==> src/rtl/hazard_stall_ctrl_pkg.sv <==
// Shared decode constants, FSM state type and field helpers for the 19-bit core.
// Used by the hazard controller and the forwarding unit.
package hazard_stall_ctrl_pkg;

  localparam int INSTR_W = 19;

  localparam int OP_MSB  = 18;
  localparam int OP_LSB  = 14;
  localparam int DST_MSB = 13;
  localparam int DST_LSB = 11;
  localparam int A_MSB   = 10;
  localparam int A_LSB   = 8;
  localparam int B_MSB   = 7;
  localparam int B_LSB   = 5;

  localparam logic [4:0] OP_LW = 5'b10000;
  localparam logic [4:0] OP_SW = 5'b10001;

  typedef enum logic [1:0] {
    RUN        = 2'd0,
    LOAD_STALL = 2'd1,
    MEM_WAIT   = 2'd2
  } ctrl_state_t;

  function automatic logic [4:0] op_of(input logic [INSTR_W-1:0] instr);
    return instr[OP_MSB:OP_LSB];
  endfunction

  function automatic logic [2:0] dst_of(input logic [INSTR_W-1:0] instr);
    return instr[DST_MSB:DST_LSB];
  endfunction

  function automatic logic [2:0] a_of(input logic [INSTR_W-1:0] instr);
    return instr[A_MSB:A_LSB];
  endfunction

  function automatic logic [2:0] b_of(input logic [INSTR_W-1:0] instr);
    return instr[B_MSB:B_LSB];
  endfunction

  function automatic logic is_alu(input logic [INSTR_W-1:0] instr);
    return ~instr[OP_MSB];
  endfunction

  // Only meaningful for ALU opcodes: selects the immediate form, so B is not a register.
  function automatic logic is_imm(input logic [INSTR_W-1:0] instr);
    return instr[OP_MSB-1];
  endfunction

  function automatic logic is_mem(input logic [INSTR_W-1:0] instr);
    return (op_of(instr) == OP_LW) || (op_of(instr) == OP_SW);
  endfunction

endpackage

==> src/rtl/hazard_stall_ctrl_hazard_detect.sv <==
// Combinational load-use detector: flags a hazard between the LW in EX and the
// instruction in ID and reports whether two bubbles are needed instead of one.
module hazard_detect
  import hazard_stall_ctrl_pkg::*;
(
  input  logic [INSTR_W-1:0] id_instr,
  input  logic [INSTR_W-1:0] ex_instr,
  output logic               hazard,
  output logic               need_two
);

  logic       load_in_ex;
  logic [2:0] load_dst;
  logic       alu_use;
  logic       mem_use;
  logic       unused_bits;

  assign unused_bits = ^{id_instr[4:0], ex_instr[10:0]};

  // Memory-op consumers have no forwarding path from a load, hence the second bubble.
  always_comb begin
    load_in_ex = (op_of(ex_instr) == OP_LW);
    load_dst   = dst_of(ex_instr);
    alu_use    = is_alu(id_instr) &&
                 ((a_of(id_instr) == load_dst) ||
                  (!is_imm(id_instr) && (b_of(id_instr) == load_dst)));
    mem_use    = is_mem(id_instr) &&
                 ((a_of(id_instr) == load_dst) ||
                  ((op_of(id_instr) == OP_SW) && (dst_of(id_instr) == load_dst)));
    hazard     = load_in_ex && (load_dst != 3'd0) && (alu_use || mem_use);
    need_two   = mem_use;
  end

endmodule

==> config.mk <==
export PLATFORM = sky130hd
export DESIGN_NAME = hazard_detect
export DESIGN_NICKNAME = d
export VERILOG_FILES = /design/src/rtl/hazard_stall_ctrl_pkg.sv /design/src/rtl/hazard_stall_ctrl_hazard_detect.sv
export SDC_FILE = /design/constraint.sdc
export NUM_CORES = 1
export LEC_CHECK = 0
export ABC_AREA = 1
export BUFFER_PORTS_ARGS = -buffer_cell sky130_fd_sc_hd__buf_2
export CORE_AREA = 5 5 42 44
export DETAILED_ROUTE_END_ITERATION = 12
export DIE_AREA = 0 0 47 49
export PLACE_DENSITY = 0.55
export SLEW_MARGIN = 0
export SYNTH_ARGS = -nofsm -noshare
export SYNTH_HDL_FRONTEND = slang
export SYNTH_SLANG_ARGS = --single-unit
==> constraint.sdc <==
create_clock -name vclk -period 0.8
set_input_delay 0.04 -clock vclk [all_inputs]
set_output_delay 0.04 -clock vclk [all_outputs]
set_load 0.05 [all_outputs]
== Yosys cells after proc, flatten, opt, wreduce, memory -nomap -nowiden ==
Cells that the tools add are included.
Storage, ports and cells
  word-level logic and storage cells: 19
  output and inout port bits: 2
  input port bits: 38
  register bits after elaboration: 0
Cells by class
  bitwise operators: 1
  equal/unequal tests: 6
  reductions and logical operators: 12
Operator list (count)
  $eq 5x5->1 const B: 3
  $eq 3x3->1: 3
  $logic_and 1x1->1: 6
  $logic_or 1x1->1: 4
  $reduce_bool 3->1: 1
  $logic_not 1->1: 1
  $not 1->1: 1

== Logic depth before layout (Yosys ltp) ==
Gate-level depths: netlist (run 1).
  depth in word-level cells: 6
  mapped depth: 8

== Worst setup path before layout (run 1) ==
OpenSTA, ideal clock, no wires.
  path type: input port to output port
  start: in ex_instr[13]
  end: out hazard
  stages on the path: 7
  required time: 0.760 ns
  arrival time: 0.925 ns
  buffers on the path: 0
  path slack: -0.165 ns
  cells stage by stage: inv_1 nand2_1 a21oi_2 nand2_1 nand2_1 nand2_1 a21oi_2
Between the ends
  longest elaborated chain between the ends: 6
  elaborated cells on any way between the ends: 13
RTL lines
  start: declaration: line hazard_stall_ctrl_hazard_detect.sv:7  | input logic [INSTR_W-1:0] ex_instr,
  $eq 3x3->1, on equally long branches: line hazard_stall_ctrl_hazard_detect.sv:26, hazard_stall_ctrl_hazard_detect.sv:29
  $logic_and 1x1->1, on equally long branches: line hazard_stall_ctrl_hazard_detect.sv:26, hazard_stall_ctrl_hazard_detect.sv:29
  $logic_or 1x1->1, on equally long branches: line hazard_stall_ctrl_hazard_detect.sv:25, hazard_stall_ctrl_hazard_detect.sv:28
  $logic_and 1x1->1, on equally long branches: line hazard_stall_ctrl_hazard_detect.sv:24, hazard_stall_ctrl_hazard_detect.sv:27
  $logic_or 1x1->1: line hazard_stall_ctrl_hazard_detect.sv:30  | hazard = load_in_ex && (load_dst != 3'd0) && (alu_use || mem_use);
  $logic_and 1x1->1 (*): line hazard_stall_ctrl_hazard_detect.sv:30
  end: declaration: line hazard_stall_ctrl_hazard_detect.sv:8  | output logic hazard,
Mark *: on every way between the ends. The rest lies on a longest branch, timed or not.

== Worst setup path after layout (run 1) ==
Ends and elaborated chain as after synthesis.

==> results.json, run 1 <==
{
  "outcome": "finished, violations left",
  "violations": "setup timing",
  "track_usage_pct": 7.30,
  "power_switching_share_pct": 44.3,
  "synth_top_family_by_area": "simple AND/OR/NAND/NOR gates",
  "antenna_cells": 0,
  "core_sq_mm": 0.00140,
  "rsz0062_at_grt": "yes",
  "die_h_um": 49,
  "synth_warnings": 0,
  "power_switching_uw": 125,
  "setup_violations": 2,
  "fillerInstances": 158,
  "synth_fa_ha_area_share_pct": 0,
  "cp.arrival_ns": 0.89,
  "die_area_sq_mm": 0.00230,
  "p_int_uw": 156,
  "worstMarginPinSlew_ns": 0.259,
  "drive_above_1_share_pct": 70.7,
  "pwr-share-seq_pct": 0,
  "p_clk_share_pct": 0,
  "cp-endpoint": "hazard",
  "synthTopCellsByArea": "nand2_1 44%, inv_1 19%, nor2_1 8.1%",
  "ant_nets": 0,
  "routed_via_density": 4.03,
  "ys_seq_area_share_pct": 0,
  "grt_pass1_wl_mm": 1.34,
  "syn-cell-area_sq_um": 231,
  "p_leak_uw": 0.000349,
  "initialDrtViolationCount": 0,
  "slew-limit-headroom_pct": 82.6,
  "syn_inst": 54,
  "cp.required_ns": 0.76,
  "yosysMostFrequentCell": "nand2_1",
  "fin_util_pct": 44.6,
  "postSynthNetCount": 92,
  "wl_um": 820,
  "fin_tns_setup_ns": -0.141,
  "seq_cell_count": 0,
  "synth_xor_area_share_pct": 3.78,
  "post-route-period-util_pct": 116,
  "crit_type": "input pin to output pin",
  "synth_compound_area_share_pct": 7.57,
  "start_kind": "input pin",
  "cts_setup_buffers": 0,
  "yosys-mux-area-fraction_pct": 0,
  "first_pass_iters": 1,
  "final.clkbuf_count": 0,
  "synth_common_cells": "27 x nand2_1, 12 x inv_1, 5 x nor2_1",
  "wl_per_cell_um": 8.37,
  "startpoint": "ex_instr[13]",
  "regArea_sq_um": 0,
  "hold_class": "input pin to output pin",
  "drc": 0,
  "grt_max_degree": 6,
  "fin_nets": 122,
  "routabilityCongestion": 0.732,
  "ir_drop_uv": 210,
  "die_w_um": 47,
  "combPwrFrac_pct": 100.0,
  "fin_ws_ns": -0.128,
  "grt_antenna_before_repair": 0,
  "worst-path-max-fanout": 5,
  "avgSynthCellArea_sq_um": 4.29,
  "synth_top_area_cell": "nand2_1",
  "powerDensity_mw_per_mm2": 450,
  "syn_to_final_growth_pct": 170,
  "finalMaxSlewViolations": 0,
  "synth-simple-area-share_pct": 65.9,
  "grt_pass1_vias": 383,
  "ios": 40,
  "maxCapViolCount": 0,
  "cp-end-kind": "output pin",
  "fin_hold_ws_ns": 0.466,
  "synth_top_cell_area_share_pct": 43.8,
  "num_rows": 14,
  "overflow": 0,
  "fin_crit_ns": 0.928,
  "num_vias": 395,
  "dpl.hpwl_um": 738,
  "clock.fmax_mhz": 1080,
  "port_buffers": 24,
  "fin_cells": 98,
  "synthDistinctLibCells": 9,
  "hold_violations": 0,
  "dpl.cell_count": 98,
  "cts_hold_buf": 0,
  "start_util_pct": 16.5
}
## power groups by stage
stage               clock [uW]  sequential (uW)  combinational [uW]
finish                       0                0                 281
detailed placement           0                0                 201
floorplan                    0                0                95.5
CTS                          0                0                 272
global placement             0                0                 198
global route                 0                0                 306
## kinds of logic (layout without fill, tap and decap cells)
| logic type | Yosys count | count (layout) |
|---|---|---|
| buffers and inverters | 14 | 42 |
| xor gates and xnor gates | 1 | 1 |
| and+or+nand+nor | 37 | 37 |
| AOI/OAI and AO/OA | 2 | 2 |
## worst min path at each step
| stage | startpoint | to | slack (ns) | cells after the start |
|---|---|---|---|---|
| after CTS | ex_instr[18] | hazard | 0.49 | 4 |
| after detailed placement | id_instr[16] | need_two | 0.55 | 5 |
| after global placement | id_instr[16] | need_two | 0.53 | 5 |
| final | id_instr[16] | need_two | 0.47 | 5 |
| after floorplan | ex_instr[18] | hazard | 0.27 | 2 |
| after global routing | id_instr[16] | need_two | 0.48 | 5 |
## metal layers
metal  wire, um  track usage, %
met2        446            14.5
met5          0               0
met3         74               0
met1        299            8.70
met4          0               0
## cells in the final DEF, fill, tap and decap left out, types with 2 or more instances in the layout
cell type	netlist	final
buf_6	0	8
inv_1	12	4
buf_4	0	4
nor2_1	5	5
nand3_1	2	2
nand2_1	27	13
inv_2	2	6
buf_12	0	2
nand2_4	0	3
buf_2	0	12
nand2_2	0	11
inv_4	0	2
buf_8	0	2
## worst max-delay path: stages
cell     delay (ns)
buf_12         0.12
inv_12         0.05
nand2_4        0.03
a21oi_2        0.10
nand2_1        0.07
nand2_2        0.08
nand2_4        0.06
a21oi_4        0.15
buf_6          0.17
## what timing repair did
item | in CTS | in global routing
resized for setup | 40 | 6
setup endpoints to repair | 2 | 2
pin swaps | 19 | 7
## cell type report
type,instances,area [sq um],area share [%]
inverters,14,77.6,12.4
well taps,16,20.0,3.21
repair buffers,28,250,40.1
multi-input cells,40,277,44.3
## per-stage QoR
stage / cell area [sq um] / worst slack (ns) / total power, uW
6_report: 624 / -0.128 / 281
3_5_place_dp: 467 / -0.343 / 201
4_1_cts: 602 / -0.135 / 272
3_3_place_gp: 467 / -0.325 / 198
5_1_grt: 624 / -0.195 / 306
2_1_floorplan: 297 / -0.00395 / 95.5
(Power assumes the default switching activity.)
==> inputs of run 2 (changes only) <==
- PLACE_DENSITY: 0.55 -> not set
==> run 2 against run 1 <==
Effect of this change:
- the flow still finishes with violations (setup timing)
- maximum frequency rose by 1.5%
- worst hold slack got worse by 0.0088 ns
- setup slack improved by 0.013 ns
- critical path type unchanged
- highest routed layer unchanged
==> results.json, run 2 (same netlist as run 1, synthesis figures left out) <==
{
  "ant_nets": 0,
  "rsz0062_at_grt": "yes",
  "grt_pass1_vias": 342,
  "drive_above_1_share_pct": 62.2,
  "ios": 40,
  "critPathMostFrequentCell": "nand2_2",
  "regArea_sq_um": 0,
  "clock.fmax_mhz": 1090,
  "violations": "setup timing",
  "initialDrtViolationCount": 1,
  "slowest_delay_ns": 0.17,
  "worstMarginPinSlew_ns": 0.209,
  "post-route-period-util_pct": 114,
  "port_buffers": 24,
  "fin_util_pct": 41.6,
  "die_h_um": 49,
  "cp.required_ns": 0.76,
  "overflow": 0,
  "gr-usage-met1_pct": 8.26,
  "dpl.hpwl_um": 696,
  "grtUsageMet3_pct": 0.369,
  "setup_violations": 2,
  "syn_to_final_growth_pct": 152,
  "die_area_sq_mm": 0.00230,
  "fin_tns_setup_ns": -0.138,
  "die_w_um": 47,
  "grt_max_degree": 6,
  "seq_cell_count": 0,
  "crit_slowest_cell": "buf_6",
  "routabilityCongestion": 0.705,
  "p_int_uw": 139,
  "start_kind": "input pin",
  "fillerInstances": 157,
  "combPwrFrac_pct": 100.0,
  "slew-limit-headroom_pct": 86.0,
  "core_sq_mm": 0.00140,
  "power_switching_share_pct": 45.6,
  "drc": 0,
  "maxCapViolCount": 0,
  "p_leak_uw": 0.000338,
  "fin_nets": 122,
  "power_uw": 256,
  "num_vias": 386,
  "fin_crit_ns": 0.914,
  "cp.arrival_ns": 0.87,
  "finalMaxSlewViolations": 0,
  "final_common_cell": "nand2_1",
  "cts_setup_buffers": 0,
  "fin_ws_ns": -0.114,
  "wl_per_cell_um": 7.81,
  "hold_violations": 0,
  "routed_via_density": 3.94,
  "grt_antenna_before_repair": 0,
  "worstPathCellList": "buf_2 -> inv_1 -> nand2_2 -> nand2_2 -> nand3_2 -> nand2_1 -> nand2_2 -> a21oi_4 -> buf_6",
  "top_usage_layer": "met2",
  "start_util_pct": 16.5,
  "cp_top_family": "simple AND/OR/NAND/NOR gates",
  "p_clk_share_pct": 0,
  "power_switching_uw": 116,
  "layout_common_cells": "17 x nand2_1, 15 x buf_2, 8 x inv_1",
  "grt_pass1_wl_mm": 1.24,
  "hold_class": "input pin to output pin",
  "grt_use_met2_pct": 12.7,
  "wl_um": 765,
  "cp-end-kind": "output pin",
  "first_pass_iters": 2,
  "crit_buf_inv": 3,
  "num_rows": 14,
  "antenna_cells": 0,
  "crit_type": "input pin to output pin",
  "track_usage_pct": 6.67,
  "final.clkbuf_count": 0,
  "ir_drop_uv": 141,
  "powerDensity_mw_per_mm2": 438,
  "pwr-share-seq_pct": 0,
  "worst-path-max-fanout": 2,
  "multi_input_area_sq_um": 258,
  "outcome": "finished, violations left"
}
-- run 2: power by group through the flow --
| stage | clock [uW] | combinational, uW | sequential, uW |
|---|---|---|---|
| 2_1_floorplan | 0 | 95.5 | 0 |
| 3_3_place_gp | 0 | 197 | 0 |
| 3_5_place_dp | 0 | 200 | 0 |
| 4_1_cts | 0 | 241 | 0 |
| 5_1_grt | 0 | 282 | 0 |
| 6_report | 0 | 256 | 0 |
-- run 2: metal layers --
metal	vias up	wire [um]
met5	-	0
met1	158	288
met3	0	100
met2	15	376
met4	0	0
li1	213	-
-- run 2: path summary, 6_finish.rpt --
kind	startpoint	end	slack [ns]	depth (start not counted)
worst max-delay path	id_instr[10]	hazard	-0.11	9
worst min-delay path	ex_instr[18]	hazard	0.46	4
-- run 2: layout make-up --
type	instances	share of cell area (%)
timing repair buffer	28	39.1
inverter	14	13.3
tap	16	3.43
multi-input combinational	40	44.2
-- run 2: metrics by stage --
step / worst slack (ns) / std cells / cell area [sq um] / hold WS (ns)
final: -0.114 / 98 / 583 / 0.457
after detailed placement: -0.322 / 98 / 467 / 0.525
after CTS: -0.0935 / 98 / 552 / 0.461
after global placement: -0.315 / 98 / 467 / 0.526
after global routing: -0.210 / 98 / 583 / 0.489
after floorplan: -0.00395 / 54 / 297 / 0.273
-- run 2: repair_timing --
| action | 4_1_cts | 5_1_grt |
|---|---|---|
| resized for setup | 25 | 9 |
| hold buffers | 0 | 0 |
| endpoints found under the setup margin | 2 | 2 |
| pin swaps | 13 | 5 |
-- run 2: worst min-delay path, delay by kind of cell --
family	cells	cell delay (ns)
buffers and inverters	2	0.23
and+or+nand+nor	1	0.10
AOI/OAI and AO/OA	1	0.04
==> inputs of run 3 (changes only) <==
- ABC_AREA: 1 -> not set
==> run 3 against run 2 <==
Effect of this change:
- the run still ends with setup timing left
- setup slack got worse by 0.087 ns
- wire length fell by 21%
- combinational power fell by 32%
- clock-buffer cell count did not move
- via count fell by 39%
- sequential share of layout area did not move
- synthesized cell count fell by 63%
- maximum frequency fell by 8.7%
- cell area fell by 30%
- critical endpoint unchanged
- largest power group unchanged
==> results.json, run 3 <==
{
  "ios": 40,
  "overflow": 0,
  "syn-cell-area_sq_um": 161,
  "cts_hold_buf": 0,
  "grt_antenna_before_repair": 0,
  "grt_pass1_vias": 229,
  "track_usage_pct": 5.27,
  "drc": 0,
  "path_depth": 6,
  "layout_common_cells": "16 x buf_2, 7 x buf_6, 4 x xor2_1",
  "wl_um": 605,
  "final_common_cell": "buf_2",
  "synthTopCellsByArea": "xor2_1 33%, xnor2_1 16%, nor4_2 7.8%",
  "synthDistinctLibCells": 13,
  "hold_path_startpoint": "ex_instr[18]",
  "fillerInstances": 164,
  "violations": "setup timing",
  "yosysMostFrequentCell": "xor2_1",
  "stdcell_area_sq_um": 405,
  "slew-limit-headroom_pct": 83.9,
  "syn_inst": 20,
  "p_clk_share_pct": 0,
  "hold_class": "input pin to output pin",
  "ir_drop_uv": 205,
  "first_pass_iters": 1,
  "fin_nets": 85,
  "initialDrtViolationCount": 0,
  "die_w_um": 47,
  "pwr-share-seq_pct": 0,
  "maxCapViolCount": 0,
  "synth_top_area_cell": "xor2_1",
  "synth_warnings": 0,
  "cp.required_ns": 0.76,
  "ys_seq_area_share_pct": 0,
  "drive_above_1_share_pct": 75.6,
  "regArea_sq_um": 0,
  "num_rows": 14,
  "routabilityCongestion": 0.610,
  "grt_max_degree": 5,
  "fin_ws_ns": -0.202,
  "combPwrFrac_pct": 100.0,
  "routed_via_density": 3.87,
  "synth_top_cell_area_share_pct": 32.6,
  "hold_violations": 0,
  "start_util_pct": 11.5,
  "outcome": "finished, violations left",
  "worstMarginPinSlew_ns": 0.241,
  "syn_to_final_growth_pct": 151,
  "crit_slowest_cell": "nor3_4",
  "port_buffers": 24,
  "fin_crit_ns": 1.00,
  "fin_util_pct": 28.9,
  "cp.arrival_ns": 0.96,
  "seq_cell_count": 0,
  "slowest_delay_ns": 0.22,
  "critPathMostFrequentCell": "buf_6",
  "ant_nets": 0,
  "cp-end-kind": "output pin",
  "worst-path-max-fanout": 2,
  "rsz0062_at_grt": "yes",
  "fin_tns_setup_ns": -0.315,
  "crit_buf_inv": 2,
  "core_sq_mm": 0.00140,
  "start_kind": "input pin",
  "placed_area_sq_um": 324,
  "power_uw": 175,
  "postSynthNetCount": 58,
  "num_vias": 236,
  "die_area_sq_mm": 0.00230,
  "powerDensity_mw_per_mm2": 431,
  "wl_per_cell_um": 9.92,
  "min_path_cells": 4,
  "crit_type": "input pin to output pin",
  "post-route-period-util_pct": 125,
  "die_h_um": 49,
  "power_switching_uw": 70.3,
  "clock.fmax_mhz": 998,
  "avgSynthCellArea_sq_um": 8.07,
  "setup_violations": 2,
  "p_int_uw": 104,
  "finalMaxSlewViolations": 0,
  "grt_pass1_wl_um": 959,
  "antenna_cells": 0,
  "cp_top_family": "buffers and inverters",
  "final.clkbuf_count": 0,
  "power_switching_share_pct": 40.2,
  "synth_common_cells": "6 x xor2_1, 3 x xnor2_1",
  "p_leak_uw": 0.000183,
  "worstPathCellList": "buf_6 -> xor2_2 -> nor3_4 -> o21bai_1 -> a21oi_4 -> buf_6",
  "min_to": "hazard"
}
-- run 3: metrics by stage --
step	hold slack, ns	worst slack [ns]	std cells
floorplan	0.257	-0.120	20
global placement	0.516	-0.346	61
detailed placement	0.517	-0.391	61
CTS	0.466	-0.264	61
global route	0.484	-0.307	61
finish	0.460	-0.202	61
-- run 3: per-layer routing --
layer,wire [um],up-vias,track usage [%]
met5,0,-,0
met4,0,0,0
met3,114,0,1.11
met2,286,16,8.82
met1,204,99,7.21
li1,-,121,-
-- run 3: cells by family (layout without fill, tap and decap cells) --
kind of cell           count (synthesis)  in the layout  synth area share, %
AND/OR/NAND/NOR                        7              7                 38.0
AO/OA/AOI/OAI                          3              3                 10.8
buffers and inverters                  1             26                 2.32
XOR/XNOR                               9              9                 48.8
-- run 3: worst max-delay path by stage --
stage                     slack [ns]     end    startpoint
after floorplan                -0.12  hazard  ex_instr[11]
after global placement         -0.35  hazard  ex_instr[13]
after detailed placement       -0.39  hazard  ex_instr[11]
after CTS                      -0.26  hazard   id_instr[9]
after global routing           -0.31  hazard  ex_instr[13]
final                          -0.20  hazard   id_instr[8]
-- run 3: layout make-up --
cell class         instances  area, sq um  area share [%]
well taps                 16         20.0            4.94
repair buffers            25          181            44.8
inverters                  1         3.75           0.926
multi-input cells         19          200            49.4
-- run 3: timing repair --
action,in CTS,in global routing
buffers inserted,0,0
pin swaps,7,6
gates resized for setup,11,8
gates cloned,0,0
setup endpoints to repair,2,2
-- run 3: power by group through the flow --
stage,logic [uW],registers (uW),clock network [uW]
CTS,156,0,0
finish,175,0,0
global route,190,0,0
floorplan,62.3,0,0
global placement,137,0,0
detailed placement,139,0,0
